$ cat config.mk
export PLATFORM = sky130hd
export DESIGN_NAME = bcd_updown_counter_flat
export DESIGN_NICKNAME = d
export VERILOG_FILES = /design/src/rtl/bcd_updown_counter_if.sv /design/src/rtl/bcd_updown_counter.sv /design/src/flat_wrapper.sv
export SDC_FILE = /design/constraint.sdc
export NUM_CORES = 1
export LEC_CHECK = 0
export BUFFER_PORTS_ARGS = -buffer_cell sky130_fd_sc_hd__buf_2
export CAP_MARGIN = 10
export CORE_UTILIZATION = 45
export CTS_CLUSTER_DIAMETER = 150
export CTS_CLUSTER_SIZE = 40
export DETAILED_ROUTE_END_ITERATION = 8
export PLACE_DENSITY = 0.65
export SLEW_MARGIN = 20
export SYNTH_ARGS = -nofsm -noshare
export SYNTH_HDL_FRONTEND = slang
export SYNTH_SLANG_ARGS = --single-unit
$ cat constraint.sdc
create_clock -name CLK -period 5.6 [get_ports CLK]
set_input_delay 1.4 -clock CLK [delete_from_list [all_inputs] [get_ports CLK]]
set_output_delay 1.4 -clock CLK [all_outputs]
set_load 0.03 [all_outputs]
$ cat src/rtl/bcd_updown_counter_if.sv
// Control and status bundle for bcd_updown_counter.
// The counter sits on the slave modport. Whatever drives run/dir/wrap_en/max_count uses master.
interface bcd_updown_counter_if #(
  parameter int DIGITS = 2,
  parameter int MAX_W  = 7
);
  logic                  run;
  logic                  dir;
  logic                  wrap_en;
  logic [MAX_W-1:0]      max_count;
  logic [4*DIGITS-1:0]   digits;
  logic                  busy;
  logic                  done;
  logic                  tc_pulse;

  modport master (
    output run, dir, wrap_en, max_count,
    input  digits, busy, done, tc_pulse
  );

  modport slave (
    input  run, dir, wrap_en, max_count,
    output digits, busy, done, tc_pulse
  );
endinterface

$ cat src/rtl/bcd_updown_counter.sv
// Multi-digit BCD up/down counter with a clamped binary limit, a prescaler and an optional wrap mode.
// A rising edge on run loads the counter. Holding run low keeps it cleared.
module bcd_updown_counter #(
  parameter int DIGITS = 2,
  parameter int MAX_W  = 7,
  parameter int DIV    = 1
) (
  input  logic                 CLK,
  input  logic                 RST,
  bcd_updown_counter_if.slave  bus
);
  localparam int          W         = 4 * DIGITS;
  localparam int          PW        = (DIV > 1) ? $clog2(DIV) : 1;
  localparam logic [31:0] LIMIT_MAX = 32'(10 ** DIGITS - 1);

  typedef enum logic [1:0] {IDLE, COUNT, DONE} state_t;

  state_t          state_q, state_d;
  logic [W-1:0]    count_q, count_d;
  logic [W-1:0]    limit_q, limit_d;
  logic [PW-1:0]   presc_q, presc_d;
  logic            dir_q, dir_d;
  logic            wrap_q, wrap_d;
  logic            run_q;
  logic            busy_q, done_q, tc_q, tc_d;

  // Double-dabble conversion. The input is already clamped, so every partial result fits in W bits.
  function automatic logic [W-1:0] bin2bcd(input logic [31:0] bin);
    logic [W-1:0] bcd;
    bcd = '0;
    for (int i = 31; i >= 0; i--) begin
      for (int d = 0; d < DIGITS; d++)
        if (bcd[4*d +: 4] >= 4'd5) bcd[4*d +: 4] = bcd[4*d +: 4] + 4'd3;
      bcd = {bcd[W-2:0], bin[i]};
    end
    return bcd;
  endfunction

  function automatic logic [W-1:0] bcd_inc(input logic [W-1:0] v);
    logic [W-1:0] r;
    logic         carry;
    r     = v;
    carry = 1'b1;
    for (int d = 0; d < DIGITS; d++)
      if (carry) begin
        if (v[4*d +: 4] == 4'd9) r[4*d +: 4] = 4'd0;
        else begin
          r[4*d +: 4] = v[4*d +: 4] + 4'd1;
          carry       = 1'b0;
        end
      end
    return r;
  endfunction

  function automatic logic [W-1:0] bcd_dec(input logic [W-1:0] v);
    logic [W-1:0] r;
    logic         borrow;
    r      = v;
    borrow = 1'b1;
    for (int d = 0; d < DIGITS; d++)
      if (borrow) begin
        if (v[4*d +: 4] == 4'd0) r[4*d +: 4] = 4'd9;
        else begin
          r[4*d +: 4] = v[4*d +: 4] - 4'd1;
          borrow      = 1'b0;
        end
      end
    return r;
  endfunction

  logic          start, tick;
  logic [31:0]   max_ext, clamp_bin;
  logic [W-1:0]  new_limit, new_start, new_term;
  logic [W-1:0]  start_val, term_val, stepped;

  assign start     = bus.run & ~run_q;
  assign tick      = (presc_q == PW'(DIV - 1));
  assign max_ext   = 32'(bus.max_count);
  assign clamp_bin = (max_ext > LIMIT_MAX) ? LIMIT_MAX : max_ext;
  assign new_limit = bin2bcd(clamp_bin);
  assign new_start = bus.dir ? new_limit : '0;
  assign new_term  = bus.dir ? '0 : new_limit;
  assign start_val = dir_q ? limit_q : '0;
  assign term_val  = dir_q ? '0 : limit_q;
  assign stepped   = dir_q ? bcd_dec(count_q) : bcd_inc(count_q);

  always_comb begin
    // NOTE: every signal written here gets a default first, so no path can infer a latch.
    state_d = state_q;
    count_d = count_q;
    presc_d = presc_q;
    limit_d = limit_q;
    dir_d   = dir_q;
    wrap_d  = wrap_q;
    tc_d    = 1'b0;

    if (!bus.run) begin
      state_d = IDLE;
      count_d = '0;
      presc_d = '0;
    end else if (start) begin
      limit_d = new_limit;
      dir_d   = bus.dir;
      wrap_d  = bus.wrap_en;
      count_d = new_start;
      presc_d = '0;
      state_d = (new_start == new_term && !bus.wrap_en) ? DONE : COUNT;
    end else if (state_q == COUNT) begin
      presc_d = tick ? '0 : presc_q + PW'(1);
      if (tick) begin
        if (count_q == term_val) begin
          if (wrap_q) begin
            count_d = start_val;
            tc_d    = 1'b1;
          end else begin
            state_d = DONE;
          end
        end else begin
          count_d = stepped;
          if (stepped == term_val && !wrap_q) state_d = DONE;
        end
      end
    end
  end

  // Status flags come from the next state, so they line up with the state register on every cycle.
  always_ff @(posedge CLK) begin
    if (RST) begin
      state_q <= IDLE;
      count_q <= '0;
      limit_q <= '0;
      presc_q <= '0;
      dir_q   <= 1'b0;
      wrap_q  <= 1'b0;
      run_q   <= 1'b0;
      busy_q  <= 1'b0;
      done_q  <= 1'b0;
      tc_q    <= 1'b0;
    end else begin
      // NOTE: non-blocking assignments let every register sample pre-edge values, which avoids ordering races.
      state_q <= state_d;
      count_q <= count_d;
      limit_q <= limit_d;
      presc_q <= presc_d;
      dir_q   <= dir_d;
      wrap_q  <= wrap_d;
      run_q   <= bus.run;
      busy_q  <= (state_d == COUNT);
      done_q  <= (state_d == DONE);
      tc_q    <= tc_d;
    end
  end

  assign bus.digits   = count_q;
  assign bus.busy     = busy_q;
  assign bus.done     = done_q;
  assign bus.tc_pulse = tc_q;
endmodule

$ cat src/flat_wrapper.sv
// flat-port wrapper written by rule: the top's interface ports become plain ports
module bcd_updown_counter_flat 
#(
  parameter int DIGITS = 2,
  parameter int MAX_W  = 7,
  parameter int DIV    = 1
)
  (CLK, RST, bus_run, bus_dir, bus_wrap_en, bus_max_count, bus_digits, bus_busy, bus_done, bus_tc_pulse);
  bcd_updown_counter_if #(.DIGITS(DIGITS), .MAX_W(MAX_W)) bus_i ();
  input  logic CLK;
  input  logic RST;
  input wire logic [$bits(bus_i.run)-1:0] bus_run;
  input wire logic [$bits(bus_i.dir)-1:0] bus_dir;
  input wire logic [$bits(bus_i.wrap_en)-1:0] bus_wrap_en;
  input wire logic [$bits(bus_i.max_count)-1:0] bus_max_count;
  output wire logic [$bits(bus_i.digits)-1:0] bus_digits;
  output wire logic [$bits(bus_i.busy)-1:0] bus_busy;
  output wire logic [$bits(bus_i.done)-1:0] bus_done;
  output wire logic [$bits(bus_i.tc_pulse)-1:0] bus_tc_pulse;
  assign bus_i.run = bus_run;
  assign bus_i.dir = bus_dir;
  assign bus_i.wrap_en = bus_wrap_en;
  assign bus_i.max_count = bus_max_count;
  assign bus_digits = bus_i.digits;
  assign bus_busy = bus_i.busy;
  assign bus_done = bus_i.done;
  assign bus_tc_pulse = bus_i.tc_pulse;
  bcd_updown_counter #(.DIGITS(DIGITS), .MAX_W(MAX_W), .DIV(DIV)) u_core (.CLK(CLK), .RST(RST), .bus(bus_i));
endmodule
==> impl_metrics.py, run 1 <==
metrics = {
    "sta": {
        "rsz0062_at_grt": "false",
        "layout_min_cycle_time_ns": 5.34,
        "post-route-period-util": 0.953,
        "tightest_slew_ns": 0.836,
        "final.hold.worst_slack_ns": 0.518,
        "setup_total_negative_slack_ns": 0,
        "hold_viol_final": 0,
        "timing.fmax_ghz": 0.187,
        "maxSlewViolCount": 0,
        "worst_slew_margin_rel": 0.442,
        "finalClockSkew_ns": 0.00268,
        "setup_viol": 0,
    },
    "die": {
        "core_area_um2": 5920,
        "dieWidth_um": 80.2,
        "starting_density_of_the_core": 0.465,
        "io-pin-count": 23,
        "row_count": 28,
        "floorplan.die_area_um2": 6440,
        "die_height_um": 80.2,
    },
    "worst_setup_path": {
        "critical_path_class": "in -> reg",
        "critPathLaunchType": "primary input",
        "timing.critical_path.fanout_max": 8,
        "cp_data_arrival_time_ns": 5.46,
        "timing.critical_path.to_type": "register",
        "required_ns": 5.72,
        "r2r_cells": 8,
    },
    "clock_tree": {
        "tritoncts_clock_tree": "built",
        "post_cts_hold_buffer_count": 0,
        "htree_levels": 1,
        "cts_num_sinks": 24,
        "worst_setup_hold_path_clk_slew_ns": 0.08,
        "cts_buffer_depth": 2,
        "cts_root_buf": "sky130_fd_sc_hd__clkbuf_8",
        "cts.repair_timing.setup_buffer_count": 0,
        "worst_skew_late_latency_ns": 0.27,
        "cts_made_buffers": 3,
        "ctsResizeCount": 0,
    },
    "global_route": {
        "grt_pass1_vias": 2526,
        "grt_max_degree": 48,
        "gr-usage-all-layers": 0.225,
        "grt-ovfl-total": 0,
        "grt_antenna_before_repair": 0,
        "grt_first_pass_wirelength_mm": 11.8,
    },
    "yosys": {
        "cell_types_with_the_largest_area_share_after_synthesis": "sky130_fd_sc_hd__dfxtp_1 17%, sky130_fd_sc_hd__nor2_1 6.8%, sky130_fd_sc_hd__o21ai_0 5.3%",
        "ys_ff_latch": 24,
        "number_of_instances_in_the_synthesized_netlist": 394,
        "synth_cell_area_um2": 2750,
        "synth_ff_type": "sky130_fd_sc_hd__dfxtp_1",
        "synth.yosys.seq_area_share": 0.174,
        "async_reset_ff_frac": 0,
        "yosysWarnings": 0,
        "synth.lib_cells_used.distinct": 72,
        "synth_largest_area_cell": "sky130_fd_sc_hd__dfxtp_1",
        "synth-edff-count": 0,
        "synth_largest_type_area_fraction": 0.174,
        "synthesized_net_count": 415,
        "post_synth.cell_area_avg_um2": 6.99,
    },
    "finish": {
        "drive_above_1_share": 0.117,
        "final_cell_mix": "50 x sky130_fd_sc_hd__nor2_1, 29 x sky130_fd_sc_hd__o21ai_0, 27 x sky130_fd_sc_hd__nand2_1",
        "fin_util": 0.494,
        "antenna-diode-count": 0,
        "nNetsFinal": 415,
        "finalInstanceArea_um2": 2930,
        "layout-area-overhead-vs-synth_pct": 6.27,
        "commonest_non_fill_non_tap_cell_in_the_layout": "sky130_fd_sc_hd__nor2_1",
    },
    "routing": {
        "drt_pre_antenna_iters": 5,
        "antenna_left": 0,
        "wl_mm": 7.08,
        "avgRoutedWirePerCell_um": 15.1,
        "drc_errors": 0,
        "num_vias": 2910,
        "drt-vias-per-instance": 6.22,
        "first_iter_violations": 222,
    },
    "hold_path": {
        "timing.hold.worst.class": "reg -> reg",
        "whs_path_depth": 2,
    },
    "power_and_ir_drop": {
        "p_leak_nw": 1.12,
        "cellPowerDensity_nw_per_um2": 228,
        "peakVddDrop_mv": 0.113,
        "overall_power_uw": 666,
    },
    "run_status": {
        "outcome": "finished, final reports clean",
    },
    "place": {
        "post-dp-hpwl_mm": 5.20,
        "place_area_um2": 2870,
        "io_buffers": 22,
        "gp_congestion": 0.822,
    },
    "flow_run": {
        "cap_viol_max_count": 0,
    },
}
==> per-stage QoR <==
| stage | setup WS [ns] | instances |
|---|---|---|
| after floorplan | 0.113 | 394 |
| after global placement | 0.130 | 464 |
| after detailed placement | 0.0183 | 464 |
| after CTS | 0.280 | 468 |
| after global routing | 0.0194 | 468 |
| final | 0.263 | 468 |
==> sequential cells by signal, indices dropped and copies added (netlist names) <==
register / count
u_core.bus.digits: 8
u_core.limit_q: 8
u_core.state_q: 2
u_core.bus.busy: 1
u_core.bus.done: 1
u_core.bus.tc_pulse: 1
u_core.dir_q: 1
u_core.run_q: 1
u_core.wrap_q: 1
==> metal layers <==
metal / track usage / routed length [um] / part of all wire / vias up
met4: 0.0393 / 79 / 0.011 / 0
li1: - / - / - / 1453
met2: 0.377 / 3150 / 0.44 / 94
met5: 0 / 0 / 0 / -
met3: 0.0273 / 340 / 0.048 / 12
met1: 0.310 / 3510 / 0.50 / 1351
==> worst paths after layout <==
path                                            from                    to  slack (ns)
worst max register to register  u_core.bus.digits[0]  u_core.bus.digits[1]        2.50
worst max-delay path                bus_max_count[4]     u_core.state_q[0]        0.26
worst min register to register         u_core.wrap_q         u_core.wrap_q        0.52
worst min-delay path                   u_core.wrap_q         u_core.wrap_q        0.52
==> synthesized netlist by cell type, types with 8 or more instances <==
cell	number
sky130_fd_sc_hd__ha_1	9
sky130_fd_sc_hd__clkbuf_1	26
sky130_fd_sc_hd__nand2b_1	9
sky130_fd_sc_hd__a31oi_1	9
sky130_fd_sc_hd__o21ai_0	29
sky130_fd_sc_hd__nand3_1	8
sky130_fd_sc_hd__a21oi_1	26
sky130_fd_sc_hd__nand2_1	27
sky130_fd_sc_hd__xnor2_1	9
sky130_fd_sc_hd__nor2_1	50
sky130_fd_sc_hd__nor3_1	11
sky130_fd_sc_hd__inv_1	20
sky130_fd_sc_hd__dfxtp_1	24
==> power breakdown <==
group	switching, mW	internal [mW]	leakage [nW]
registers	0.0371	0.184	0.196
clock network	0.0552	0.0628	0.0288
logic	0.191	0.135	0.899
total	0.283	0.383	1.12
==> cell families (layout without fill, tap and decap cells) <==
kind of cell,after synthesis,count (layout),share of synthesized area
flip-flops,24,24,0.174
AO/OA/AOI/OAI,131,131,0.327
XOR/XNOR,12,12,0.0432
buffers and inverters,53,52,0.0736
AND/OR/NAND/NOR,153,153,0.293
adder cells (fa/ha/maj),9,9,0.0409
multiplexers,12,12,0.0486
==> cell type report <==
type	count	area (um2)
fill	600	2990
multi-input combinational	317	2070
sequential	24	480
timing repair buffer	27	148
tap	75	93.8
inverter	21	78.8
clock buffer	4	55.1
==> critical path, cell delays in order <==
cell and delay, ns:
sky130_fd_sc_hd__buf_2 0.15, sky130_fd_sc_hd__a21bo_2 0.27, sky130_fd_sc_hd__ha_1 0.18, sky130_fd_sc_hd__inv_1 0.05, sky130_fd_sc_hd__ha_1 0.19, sky130_fd_sc_hd__a21o_4 0.14
sky130_fd_sc_hd__a32o_1 0.19, sky130_fd_sc_hd__inv_1 0.06, sky130_fd_sc_hd__ha_1 0.23, sky130_fd_sc_hd__o41ai_4 0.35, sky130_fd_sc_hd__mux2i_2 0.35, sky130_fd_sc_hd__nor2_4 0.08
sky130_fd_sc_hd__xnor2_1 0.15, sky130_fd_sc_hd__inv_1 0.07, sky130_fd_sc_hd__ha_1 0.13, sky130_fd_sc_hd__inv_1 0.04, sky130_fd_sc_hd__ha_1 0.19, sky130_fd_sc_hd__a21oi_1 0.23
sky130_fd_sc_hd__xnor3_1 0.29, sky130_fd_sc_hd__or3_1 0.43, sky130_fd_sc_hd__o221ai_1 0.22, sky130_fd_sc_hd__a31oi_1 0.07
(Power assumes the default switching activity.)
==> run 2: changes to the inputs <==
--- a/config.mk
+++ b/config.mk
@@ -7,6 +7,7 @@
 export LEC_CHECK = 0
 export BUFFER_PORTS_ARGS = -buffer_cell sky130_fd_sc_hd__buf_2
 export CAP_MARGIN = 10
+export CORE_MARGIN = 2
 export CORE_UTILIZATION = 45
 export CTS_CLUSTER_DIAMETER = 150
 export CTS_CLUSTER_SIZE = 40
==> run 2 against run 1 <==
Net effect: cell area up 0.64%; routed wire length increased by 2.1%; setup slack better by 0.10 ns; combinational power is 1% higher; maximum frequency grew 2.0%; critical endpoint unchanged; largest cell class unchanged; highest routed layer unchanged.
==> impl_metrics.py, run 2 (synthesis gave the netlist of run 1 again) <==
metrics = {
    "run_status": {
        "outcome": "finished, final reports clean",
    },
    "routing": {
        "first_iter_violations": 222,
        "drt_pre_antenna_iters": 4,
        "antenna_left": 0,
        "avgRoutedWirePerCell_um": 15.4,
        "drt-vias-per-instance": 6.10,
        "drc_errors": 0,
        "wl_mm": 7.23,
        "num_vias": 2862,
    },
    "finish": {
        "drive_above_1_share": 0.127,
        "antenna-diode-count": 0,
        "layout-area-overhead-vs-synth_pct": 6.95,
        "commonest_non_fill_non_tap_cell_in_the_layout": "sky130_fd_sc_hd__nor2_1",
        "final_cell_mix": "50 x sky130_fd_sc_hd__nor2_1, 29 x sky130_fd_sc_hd__o21ai_0, 27 x sky130_fd_sc_hd__nand2_1",
        "fin_util": 0.497,
        "finalInstanceArea_um2": 2950,
        "nNetsFinal": 416,
    },
    "hold_path": {
        "timing.hold.worst.class": "reg -> reg",
        "whs_path_depth": 2,
        "hold_path.startpoint": "u_core.wrap_q",
    },
    "flow_run": {
        "cap_viol_max_count": 0,
    },
    "place": {
        "post-dp-hpwl_mm": 5.20,
        "place_area_um2": 2870,
        "io_buffers": 22,
        "gp_congestion": 0.851,
    },
    "clock_tree": {
        "tritoncts_clock_tree": "built",
        "cts_num_sinks": 24,
        "cts_buffer_depth": 2,
        "cts_made_buffers": 3,
        "cts_root_buf": "sky130_fd_sc_hd__clkbuf_8",
        "post_cts_hold_buffer_count": 0,
        "htree_levels": 1,
        "worst_skew_late_latency_ns": 0.27,
        "worst_setup_hold_path_clk_slew_ns": 0.08,
    },
    "die": {
        "core_area_um2": 5920,
        "die_height_um": 82.2,
        "floorplan.die_area_um2": 6760,
        "row_count": 28,
        "io-pin-count": 23,
        "dieWidth_um": 82.2,
        "starting_density_of_the_core": 0.465,
    },
    "power_and_ir_drop": {
        "p_comb_frac": 0.489,
        "switching_share": 0.427,
        "p_leak_nw": 1.14,
        "overall_power_uw": 675,
        "p_switching_uw": 288,
        "portion_of_total_power_attributed_to_sequential_cells": 0.333,
        "p_int_uw": 387,
        "peakVddDrop_mv": 0.148,
        "clockPowerShare": 0.178,
        "cellPowerDensity_nw_per_um2": 229,
    },
    "sta": {
        "tightest_slew_ns": 1.02,
        "layout_min_cycle_time_ns": 5.23,
        "setup_total_negative_slack_ns": 0,
        "setup_viol": 0,
        "post-route-period-util": 0.934,
        "final.hold.worst_slack_ns": 0.525,
        "maxSlewViolCount": 0,
        "finalClockSkew_ns": 0.00446,
        "timing.fmax_ghz": 0.191,
        "hold_viol_final": 0,
        "worst_slew_margin_rel": 0.318,
    },
    "worst_setup_path": {
        "required_ns": 5.73,
        "critical_path_class": "in -> reg",
        "crit_path_start": "bus_max_count[4]",
        "critPathLaunchType": "primary input",
        "timing.critical_path.to_type": "register",
        "r2r_cells": 10,
        "timing.critical_path.fanout_max": 8,
        "r2r-start": "u_core.dir_q",
        "cp_data_arrival_time_ns": 5.36,
    },
    "global_route": {
        "grt_max_degree": 32,
        "gr-usage-all-layers": 0.220,
        "grt_antenna_before_repair": 0,
        "grt_first_pass_wirelength_mm": 12.1,
        "grt-ovfl-total": 0,
        "grt_pass1_vias": 2527,
    },
}
run 2: cell types whose count changed in the layout (fill, tap and decap cells not counted), sizes merged:
cell / previous run / this run
buf: 27 / 28
run 2: repair_timing:
action / in CTS / in global routing
setup endpoints to repair: 0 / 4
gates resized for setup: 0 / 3
hold endpoints to repair: 0 / 0
setup buffers: 0 / 1
run 2: worst paths after layout:
kind | endpoint | slack, ns
worst max-delay path | u_core.state_q[0] | 0.37
worst min-delay path | u_core.wrap_q | 0.53
worst max register to register | u_core.state_q[1] | 2.17
worst min register to register | u_core.wrap_q | 0.53
run 2: worst max-delay path, stage by stage:
cell	delay [ns]
sky130_fd_sc_hd__buf_2	0.15
sky130_fd_sc_hd__a21bo_2	0.27
sky130_fd_sc_hd__ha_1	0.18
sky130_fd_sc_hd__inv_1	0.05
sky130_fd_sc_hd__ha_1	0.19
sky130_fd_sc_hd__a21o_4	0.15
sky130_fd_sc_hd__a32o_2	0.18
sky130_fd_sc_hd__inv_1	0.05
sky130_fd_sc_hd__ha_1	0.23
sky130_fd_sc_hd__o41ai_4	0.35
sky130_fd_sc_hd__mux2i_2	0.34
sky130_fd_sc_hd__nor2_4	0.08
sky130_fd_sc_hd__xnor2_1	0.15
sky130_fd_sc_hd__inv_1	0.07
sky130_fd_sc_hd__ha_1	0.13
sky130_fd_sc_hd__inv_1	0.04
sky130_fd_sc_hd__ha_1	0.21
sky130_fd_sc_hd__a21oi_2	0.17
sky130_fd_sc_hd__xnor3_1	0.27
sky130_fd_sc_hd__or3_1	0.43
sky130_fd_sc_hd__o221ai_1	0.22
sky130_fd_sc_hd__a31oi_1	0.07
run 2: layout make-up:
cell class | instances | area, um2
Tap cell | 75 | 93.8
Multi-Input combinational cell | 317 | 2080
Timing Repair Buffer | 28 | 155
Inverter | 21 | 78.8
Sequential cell | 24 | 480
Clock buffer | 4 | 55.1
Fill cell | 588 | 2980
run 2: power by group through the flow:
stage / Clock, mW / Sequential [mW] / Combinational, mW
detailed placement: 0 / 0.228 / 0.318
floorplan: 0 / 0.206 / 0.269
finish: 0.120 / 0.225 / 0.330
CTS: 0.117 / 0.224 / 0.321
global route: 0.126 / 0.229 / 0.369
global placement: 0 / 0.226 / 0.314
run 2: through the flow:
stage / worst slack, ns / cells
finish: 0.367 / 469
global route: -0.00721 / 469
CTS: 0.263 / 468
detailed placement: -0.00737 / 464
global placement: 0.124 / 464
floorplan: 0.113 / 394
run 2: routing by layer:
metal  wire length, um  vias to the layer above  track usage
met2              3300                       58        0.363
met4                42                        0       0.0333
met3               221                        6       0.0207
met1              3670                     1346        0.315
li1                  -                     1452            -
met5                 0                        -            0
==> run 3: changes to the inputs <==
--- a/config.mk
+++ b/config.mk
@@ -13,6 +13,7 @@
 export CTS_CLUSTER_SIZE = 40
 export DETAILED_ROUTE_END_ITERATION = 8
 export PLACE_DENSITY = 0.65
+export RECOVER_POWER = 25
 export SLEW_MARGIN = 20
 export SYNTH_ARGS = -nofsm -noshare
 export SYNTH_HDL_FRONTEND = slang
==> run 3 against run 2 <==
Net effect: largest power group unchanged; clock-buffer cell count did not move; cell area fell by 0.30%; worst hold slack got worse by 0.0026 ns; sequential cell count did not move; largest cell class unchanged; maximum frequency barely moved; sequential power barely moved; critical path type unchanged.
==> impl_metrics.py, run 3 (synthesis gave the netlist of run 1 again) <==
metrics = {
    "global_route": {
        "grt-ovfl-total": 0,
        "grt_pass1_vias": 2527,
        "grt_antenna_before_repair": 0,
        "gr-usage-all-layers": 0.220,
        "grt_first_pass_wirelength_mm": 12.1,
        "grt_max_degree": 32,
    },
    "clock_tree": {
        "cts_root_buf": "sky130_fd_sc_hd__clkbuf_8",
        "worst_skew_late_latency_ns": 0.27,
        "cts_num_sinks": 24,
        "worst_setup_hold_path_clk_slew_ns": 0.08,
        "cts_made_buffers": 3,
        "cts_buffer_depth": 2,
        "post_cts_hold_buffer_count": 0,
        "htree_levels": 1,
        "tritoncts_clock_tree": "built",
    },
    "place": {
        "gp_congestion": 0.851,
        "place_area_um2": 2870,
        "io_buffers": 22,
        "placed_cells_incl_taps": 464,
        "dpl_worst_slack_ns": -0.00737,
        "post-dp-hpwl_mm": 5.20,
    },
    "sta": {
        "timing.fmax_ghz": 0.191,
        "setup_total_negative_slack_ns": 0,
        "layout_min_cycle_time_ns": 5.23,
        "worst_slew_margin_rel": 0.316,
        "tightest_slew_ns": 1.02,
        "finalClockSkew_ns": 0.00209,
        "post-route-period-util": 0.935,
        "finalWorstSetupSlack_ns": 0.365,
        "hold_viol_final": 0,
        "final.hold.worst_slack_ns": 0.522,
        "setup_viol": 0,
        "maxSlewViolCount": 0,
    },
    "die": {
        "row_count": 28,
        "dieWidth_um": 82.2,
        "starting_density_of_the_core": 0.465,
        "core_area_um2": 5920,
        "die_height_um": 82.2,
        "io-pin-count": 23,
        "floorplan.die_area_um2": 6760,
    },
    "worst_setup_path": {
        "ff2ff_setup_slack_ns": 2.17,
        "required_ns": 5.73,
        "cp_data_arrival_time_ns": 5.36,
        "critical_path_class": "in -> reg",
        "timing.critical_path.fanout_max": 8,
        "timing.critical_path.to_type": "register",
        "critPathLaunchType": "primary input",
    },
    "routing": {
        "num_vias": 2866,
        "antenna_left": 0,
        "drt-vias-per-instance": 6.11,
        "drt_pre_antenna_iters": 4,
        "wl_mm": 7.22,
        "drc_errors": 0,
        "first_iter_violations": 231,
        "avgRoutedWirePerCell_um": 15.4,
    },
    "run_status": {
        "outcome": "finished, final reports clean",
    },
    "finish": {
        "fin_util": 0.496,
        "antenna-diode-count": 0,
        "stdcell_count": 469,
        "final_cell_mix": "50 x sky130_fd_sc_hd__nor2_1, 29 x sky130_fd_sc_hd__o21ai_0, 27 x sky130_fd_sc_hd__nand2_1",
        "nNetsFinal": 416,
        "commonest_non_fill_non_tap_cell_in_the_layout": "sky130_fd_sc_hd__nor2_1",
        "finalInstanceArea_um2": 2940,
        "layout-area-overhead-vs-synth_pct": 6.63,
        "drive_above_1_share": 0.109,
        "nFillCells": 594,
    },
    "power_and_ir_drop": {
        "p_leak_nw": 1.11,
        "cellPowerDensity_nw_per_um2": 230,
        "overall_power_uw": 675,
        "peakVddDrop_mv": 0.149,
    },
    "flow_run": {
        "cap_viol_max_count": 0,
    },
    "hold_path": {
        "timing.hold.worst.class": "reg -> reg",
    },
}
==> run 3: report_power, final <==
group          switching (mW)  internal (mW)
clock                  0.0573         0.0629
combinational           0.191          0.139
sequential             0.0403          0.184
==> run 3: final cells by class <==
type                       instances  area, um2  share of cell area
timing repair buffer              28        146              0.0499
clock buffer                       4       55.1              0.0187
inverter                          21       78.8              0.0268
tap                               75       93.8              0.0320
sequential                        24        480               0.164
multi-input combinational        317       2080               0.709
==> run 3: repair_timing <==
action / in CTS / in global routing
endpoints found under the setup margin: 0 / 4
buffers inserted: 0 / 1
gates resized for setup: 0 / 3
endpoints found under the hold margin: 0 / 0
==> run 3: critical path, stage by stage <==
cell and delay, ns:
sky130_fd_sc_hd__buf_2 0.15, sky130_fd_sc_hd__a21bo_2 0.27, sky130_fd_sc_hd__ha_1 0.18, sky130_fd_sc_hd__inv_1 0.05, sky130_fd_sc_hd__ha_1 0.19, sky130_fd_sc_hd__a21o_4 0.15
sky130_fd_sc_hd__a32o_2 0.18, sky130_fd_sc_hd__inv_1 0.05, sky130_fd_sc_hd__ha_1 0.23, sky130_fd_sc_hd__o41ai_4 0.35, sky130_fd_sc_hd__mux2i_2 0.34, sky130_fd_sc_hd__nor2_4 0.08
sky130_fd_sc_hd__xnor2_1 0.15, sky130_fd_sc_hd__inv_1 0.07, sky130_fd_sc_hd__ha_1 0.13, sky130_fd_sc_hd__inv_1 0.04, sky130_fd_sc_hd__ha_1 0.21, sky130_fd_sc_hd__a21oi_2 0.17
sky130_fd_sc_hd__xnor3_1 0.27, sky130_fd_sc_hd__or3_1 0.43, sky130_fd_sc_hd__o221ai_1 0.22, sky130_fd_sc_hd__a31oi_1 0.07
==> run 3: path summary, 6_finish.rpt <==
check / startpoint / to / cells after the start
hold reg to reg: u_core.wrap_q / u_core.wrap_q / 2
hold / removal: u_core.wrap_q / u_core.wrap_q / 2
setup / recovery: bus_max_count[4] / u_core.state_q[0] / 22
setup reg to reg: u_core.dir_q / u_core.state_q[1] / 10
==> run 3: layer usage <==
metal / global-route usage / vias up / part of all wire
li1: - / 1454 / -
met4: 0.0333 / 0 / 0.0073
met5: 0 / - / 0
met2: 0.363 / 56 / 0.45
met1: 0.315 / 1348 / 0.51
met3: 0.0207 / 8 / 0.032
